File: src/rtl/pipe5_dmem_req_ctrl.sv
// Data-memory request controller for the 5-stage pipe: alignment check, lane steering, bus handshake, load extension.
// Optional macro PIPE5_DMEM_TIMEOUT_EN adds a bus-timeout counter that raises bus_fault.
module pipe5_dmem_req_ctrl #(
  parameter int TIMEOUT_CYCLES = 64
) (
  input  logic        CLK,
  input  logic        RST,
  input  logic        ex_valid,
  input  logic        dren,
  input  logic        dwen,
  input  logic [31:0] memory_addr,
  input  logic [31:0] store_wdata,
  input  logic [2:0]  load_type,
  input  logic        flush,
  output logic        dmem_ren,
  output logic        dmem_wen,
  output logic [31:0] dmem_addr,
  output logic [31:0] dmem_wdata,
  output logic [3:0]  dmem_byte_en,
  input  logic        dmem_busy,
  input  logic [31:0] dmem_rdata,
  output logic [31:0] load_data,
  output logic        mem_stall,
  output logic        mal_addr,
  output logic        bus_fault
);

  typedef enum logic [1:0] {IDLE, ACCESS, DONE} state_t;

  state_t      state_q, state_d;
  logic [29:0] waddr_q;
  logic [1:0]  ofs_q;
  logic [31:0] wdata_q;
  logic [3:0]  be_q;
  logic [2:0]  type_q;
  logic        store_q;
  logic        flushed_q;
  logic [31:0] load_q;

  logic        req, misal, accept, timeout, kill;
  logic [3:0]  be_new;
  logic [31:0] rshift, ext;

  assign req   = ex_valid & (dren | dwen);
  assign misal = (load_type[1:0] == 2'b01 && memory_addr[0]) ||
                 (load_type[1]            && memory_addr[1:0] != 2'b00);
  assign accept = (state_q == IDLE) && req && !misal && !flush && !RST;
  assign kill   = flush | flushed_q;

  always_comb begin
    be_new = 4'b1111;
    case (load_type[1:0])
      2'b00:   be_new = 4'b0001 << memory_addr[1:0];
      2'b01:   be_new = 4'b0011 << memory_addr[1:0];
      default: be_new = 4'b1111;
    endcase
  end

  assign rshift = dmem_rdata >> {ofs_q, 3'b000};
  always_comb begin
    ext = rshift;
    case (type_q)
      3'd0:    ext = {{24{rshift[7]}},  rshift[7:0]};
      3'd1:    ext = {{16{rshift[15]}}, rshift[15:0]};
      3'd4:    ext = {24'd0, rshift[7:0]};
      3'd5:    ext = {16'd0, rshift[15:0]};
      default: ext = rshift;
    endcase
  end

`ifdef PIPE5_DMEM_TIMEOUT_EN
  localparam int CW = $clog2(TIMEOUT_CYCLES) + 1;
  logic [CW-1:0] cnt_q;
  always_ff @(posedge CLK) begin
    if (RST)                                cnt_q <= '0;
    else if (accept)                        cnt_q <= '0;
    else if (state_q == ACCESS && dmem_busy) cnt_q <= cnt_q + 1'b1;
  end
  assign timeout = (state_q == ACCESS) && dmem_busy && !RST &&
                   (cnt_q == CW'(TIMEOUT_CYCLES - 1));
`else
  assign timeout = 1'b0;
`endif

  always_ff @(posedge CLK) begin
    if (RST) begin
      state_q   <= IDLE;
      waddr_q   <= '0;
      ofs_q     <= '0;
      wdata_q   <= '0;
      be_q      <= '0;
      type_q    <= '0;
      store_q   <= 1'b0;
      flushed_q <= 1'b0;
      load_q    <= '0;
    end else begin
      state_q <= state_d;
      if (accept) begin
        waddr_q   <= memory_addr[31:2];
        ofs_q     <= memory_addr[1:0];
        wdata_q   <= store_wdata << {memory_addr[1:0], 3'b000};
        be_q      <= be_new;
        type_q    <= load_type;
        store_q   <= dwen;
        flushed_q <= 1'b0;
      end else if (state_q == ACCESS && flush) begin
        flushed_q <= 1'b1;
      end
      // Result lands on the completing edge; a flushed access is drained but dropped.
      if (state_q == ACCESS && !dmem_busy && !kill && !store_q)
        load_q <= ext;
    end
  end

  always_comb begin
    state_d      = state_q;
    dmem_ren     = 1'b0;
    dmem_wen     = 1'b0;
    dmem_addr    = '0;
    dmem_wdata   = '0;
    dmem_byte_en = '0;
    mem_stall    = 1'b0;
    mal_addr     = 1'b0;
    bus_fault    = 1'b0;
    case (state_q)
      IDLE: begin
        mem_stall = accept;
        mal_addr  = req && misal && !flush && !RST;
        if (accept) state_d = ACCESS;
      end
      ACCESS: begin
        dmem_ren     = !store_q;
        dmem_wen     = store_q;
        dmem_addr    = {waddr_q, 2'b00};
        dmem_wdata   = wdata_q;
        dmem_byte_en = be_q;
        mem_stall    = 1'b1;
        bus_fault    = timeout;
        if (timeout)         state_d = IDLE;
        else if (!dmem_busy) state_d = kill ? IDLE : DONE;
      end
      DONE:    state_d = IDLE;
      default: state_d = IDLE;
    endcase
  end

  assign load_data = load_q;

endmodule

File: config.mk
export PLATFORM = sky130hd
export DESIGN_NAME = pipe5_dmem_req_ctrl
export DESIGN_NICKNAME = d
export VERILOG_FILES = /design/src/rtl/pipe5_dmem_req_ctrl.sv
export SDC_FILE = /design/constraint.sdc
export NUM_CORES = 1
export LEC_CHECK = 0
export BUFFER_PORTS_ARGS = -buffer_cell sky130_fd_sc_hd__buf_4
export CAP_MARGIN = 20
export CORE_ASPECT_RATIO = 0.7
export CORE_MARGIN = 5
export CORE_UTILIZATION = 52
export CTS_BUF_LIST = sky130_fd_sc_hd__clkbuf_4 sky130_fd_sc_hd__clkbuf_8 sky130_fd_sc_hd__clkbuf_16
export CTS_CLUSTER_DIAMETER = 150
export DETAILED_ROUTE_END_ITERATION = 10
export GPL_TIMING_DRIVEN = 0
export PLACE_DENSITY_LB_ADDON = 0.05
export RECOVER_POWER = 50
export SLEW_MARGIN = 20
export SYNTH_ARGS = -nofsm -noshare
export SYNTH_HDL_FRONTEND = slang
export SYNTH_SLANG_ARGS = --single-unit
File: constraint.sdc
create_clock -name CLK -period 4.2 [get_ports CLK]
set_input_delay 0.84 -clock CLK [delete_from_list [all_inputs] [get_ports CLK]]
set_output_delay 0.84 -clock CLK [all_outputs]
set_load 0.01 [all_outputs]
Yosys cells after proc, flatten, opt, wreduce, memory -nomap -nowiden
Index checks and enable logic that the tools add are counted.
{"block": "word_totals", "reg_bits": 107, "output_inout_bits": 105, "word_cells": 62}
{"block": "classes", "n_eq_ne": 7, "n_shift": 4, "mux": 13, "bitwise_logic": 3, "n_reduce_logical": 26}
{"operator": "$pmux W32 S4", "count": 1}
{"operator": "$mux W32", "count": 2}
{"operator": "$shl A32 B5 Y32", "count": 1}
{"operator": "$shr A32 B5 Y32", "count": 1}
{"operator": "$logic_and A1 B1 Y1", "count": 13}
{"operator": "$pmux W4 S2", "count": 1}
{"operator": "$eq A3 B3 Y1 const B", "count": 2}
{"operator": "$logic_not A1 Y1", "count": 6}
{"operator": "$mux W2", "count": 3}
{"operator": "$eq A2 B1 Y1 const B", "count": 2}
{"operator": "$logic_not A2 Y1", "count": 2}
{"operator": "$mux W4", "count": 1}
{"operator": "$ne A2 B2 Y1 const B", "count": 2}
{"operator": "$pmux W2 S2", "count": 1}
{"operator": "$shl A1 B2 Y4 const A", "count": 1}
{"operator": "$shl A2 B2 Y4 const A", "count": 1}
{"operator": "$eq A3 B1 Y1 const B", "count": 1}
{"operator": "$logic_not A3 Y1", "count": 1}
{"operator": "$mux W1", "count": 3}
{"operator": "$or A1 B1 Y1", "count": 2}
{"operator": "$pmux W1 S2", "count": 1}
{"operator": "$reduce_and A2 Y1", "count": 1}
{"operator": "$reduce_bool A2 Y1", "count": 1}
{"operator": "$reduce_or A2 Y1", "count": 1}
{"operator": "other kinds (2)", "count": 2}

Depth between registers and ports, before layout
{"block": "depth", "depth_word": 9, "mapped_depth": 7, "ltp_nobuf": 4}

Worst setup path before layout
OpenSTA, ideal clock, no wires.
{"block": "synth_timing", "kind": "input to output", "start": "input RST", "end": "output mem_stall", "arrival_ns": 1.933, "setup_slack_ns": 1.427, "cell_stages": 6, "path_buffers": 3, "cell_sequence": "buf_2 -> clkinv_1 -> o2111a_1 -> buf_2 -> buf_2 -> or2_2"}
{"block": "synth_between", "elab_chain_len": 3}
{"element": "from (decl)", "line_no": "7", "rtl": "input logic RST,"}
{"element": "$logic_not A1 Y1", "line_no": "47", "rtl": "assign accept = (state_q == IDLE) && req && !misal && !flush && !RST;"}
{"element": "$logic_and A1 B1 Y1", "line_no": "47"}
{"element": "$pmux W1 S2", "line_no": "125", "rtl": "case (state_q)"}
{"element": "to (decl)", "line_no": "23", "rtl": "output logic mem_stall,"}
Every way passes these cells.

Worst setup path after layout
{"block": "layout_timing", "start": "input flush", "end": "output mem_stall"}
{"block": "layout_between", "elab_chain_len": 4}
{"element": "from (decl)", "line_no": "14", "rtl": "input logic flush,"}
{"element": "$logic_not A1 Y1", "line_no": "47"}
{"element": "$logic_and A1 B1 Y1 (2 in a row)", "line_no": "47"}
{"element": "$pmux W1 S2", "line_no": "125"}
Every way passes these cells.

==> flow_summary.toml <==
[final_layout]
final_cells = 922
drive_above_1_share = 0.287
nFillCells = 808
nets = 895
syn_to_final_growth_pct = 36.2
antennaDiodeCount = 0
seq_area_mm2 = 0.00214
multi_input_area_mm2 = 0.00270

[logic_synthesis]
async_reset_ff_frac = 0
ys.flop_type = "dfxtp_1"
ys_seq_area_frac = 0.421
yosys.area_share.simple = 0.209
synth_edf_count = 0
yosysWarningCount = 0
yosys.cell_count.top_type = "dfxtp_1"
synthXorXnorAreaFrac = 0.00172
yosysTopAreaCellShare = 0.421
synthTopCellsByArea = "dfxtp_1 (42%), and2_1 (9.2%), a22o_1 (8.4%), mux2i_1 (7.7%), nand2_1 (5.2%)"
avgSynthCellArea_um2 = 8.92
synth-compound-area-share = 0.212
synthAdderAreaFrac = 0
ys_ff_latch = 107
yosysUniqueCellTypes = 46
yosysTopAreaCell = "dfxtp_1"
synth_area_mm2 = 0.00509
synth_cells = 571
synth_top_family_by_area = "compound AO/OA/AOI/OAI gates"
synthTopCellsByCount = "dfxtp_1 (107), and2_1 (75), nand2_1 (70)"
synthMuxAreaShare = 0.110

[placed_design]
pre_cts_slack_ns = 0.964
placedCellCount = 906
place_congestion = 0.893
io_buffers = 205
dp_hpwl_mm = 13.2

[cts]
cts.clk_slew.worst_paths_ns = 0.07
ctsHoldBuffers = 0
clock_sinks = 107
numCtsBuffers = 9
clockBufferDepth = 2
post-cts-setup-buffers = 0
postCtsResizedCells = 0
htreeDepth = 3
clk_latency_ns = 0.36
cts_root_buf = "clkbuf_16"
cts_tree = "built"

[global_routing]
grt_pass1_wl_mm = 26.4
grt_max_degree = 20
grt_usage = 0.282
grt_overflow = 0
grt_pass1_vias = 5123
antenna_found_initial = 0

[floorplanning]
ios = 211
dieWidth_um = 128
core_mm2 = 0.00965
start_util = 0.528
die-area_mm2 = 0.0119
die_y_um = 92.8
row_count = 30

[sta]
finalHoldViolCount = 0
fmax_mhz = 295
slew_headroom = 0.338
fin_ws_ns = 0.813
min_period_ns = 3.39
finalCritPeriodShare = 0.806
fin_skew_ns = 0.0109
maxSlewViolCount = 0
worst_slew_pin_slew_ns = 0.985
rsz0062_at_grt = "false"
finalSetupViolations = 0
tns_ns = 0

[routing]
wl_per_cell_um = 18.7
firstDrtPassIters = 6
antenna_left = 0
drcViolationCount = 0
viasPerCell = 5.55
num_vias = 5115
first_iter_violations = 427
totalWireLength_mm = 17.2

[setup_path]
worst_setup_path_start_kind = "input port"
rr_endpoint = "load_data[28]$_SDFFE_PP0P_"
r2r_cells = 5
required_ns = 3.36
reg2reg_setup_slack_ns = 1.87
cp_max_fo = 10
crit_arrival_ns = 2.55
cp-end-kind = "primary output"
path_class = "in2out"
reg2reg_from = "flushed_q$_SDFFE_PP0P_"

[pwr]
p_leak_nw = 2.99
power_density_mw_per_mm2 = 312
peakVddDrop_mv = 0.240

[worst_hold_path]
whs_endpoint = "wdata_q[12]$_SDFFE_PP0P_"
min_path_type = "reg2reg"
hold_path_depth = 2
hp-start = "wdata_q[12]$_SDFFE_PP0P_"

[outcome]
status = "finished clean"

[flow_run]
drv_cap = 0
==> layout make-up <==
cell class,count,area share
Multi-Input combinational cell,413,0.389
Sequential cell,107,0.309
Timing Repair Buffer,205,0.203
Clock buffer,10,0.0335
Buffer,50,0.0316
Tap cell,128,0.0231
Clock inverter,6,0.00866
Inverter,3,0.00162
==> critical path, cell delays in order <==
cell	delay, ns
clkbuf_1	0.13
nor4b_4	0.41
o2111a_1	0.26
buf_2	0.22
clkbuf_1	0.36
or2_2	0.19
buf_4	0.12
==> cell usage in the layout, fill, tap and decap left out, drive strengths merged, types with 15 or more instances in the layout <==
| master | netlist | final |
|---|---|---|
| mux2i | 39 | 39 |
| dfxtp | 107 | 107 |
| nor2 | 24 | 24 |
| clkbuf | 24 | 73 |
| a22o | 49 | 49 |
| mux2 | 15 | 15 |
| a21oi | 48 | 48 |
| o21ai | 27 | 27 |
| buf | 26 | 192 |
| nand2 | 70 | 70 |
| and2 | 75 | 75 |
==> worst max path at each step <==
stage          startpoint   endpoint  slack [ns]  depth (start not counted)
2_1_floorplan         RST  mem_stall        1.43                          6
3_3_place_gp          RST  mem_stall        0.99                          8
3_5_place_dp          RST  mem_stall        0.96                          8
4_1_cts               RST  mem_stall        0.96                          8
5_1_grt             flush  mem_stall        0.72                          7
6_report            flush  mem_stall        0.81                          7
==> where the power goes <==
part / switching (mW) / leakage [nW] / internal [mW] / total, mW
Combinational: 0.146 / 1.98 / 0.132 / 0.278
Clock: 0.415 / 0.137 / 0.422 / 0.837
Sequential: 0.0129 / 0.866 / 1.04 / 1.05
==> registers in the layout, indices dropped and copies added, names as in the netlist <==
name	cells
waddr_q	30
state_q	2
ofs_q	2
wdata_q	32
type_q	3
be_q	4
load_data	32
flushed_q	1
store_q	1
==> cell families after synthesis <==
family | Yosys count
AO/OA/AOI/OAI | 156
XOR/XNOR | 1
buffers and inverters | 53
flip-flops | 107
multiplexers | 54
other | 1
AND/OR/NAND/NOR | 199
==> through the flow <==
stage	hold WS (ns)	area, um^2	power (mW)	utilization
after CTS	0.458	7090	2.17	0.735
after global placement	0.429	6800	1.34	0.705
final	0.455	6940	2.17	0.719
after floorplan	0.411	5100	1.21	-
after global routing	0.477	6940	2.24	0.719
after detailed placement	0.440	6800	1.35	0.705
==> per-layer routing <==
metal  wire length, um  vias to the layer above  GRT usage
met5                 0                        -          0
met4               252                        0     0.0892
met3              1710                       23     0.0744
met2              7480                      265      0.431
met1              7810                     2384      0.387
li1                  -                     2443          -
Note: power is estimated with default switching activity, not from simulation.
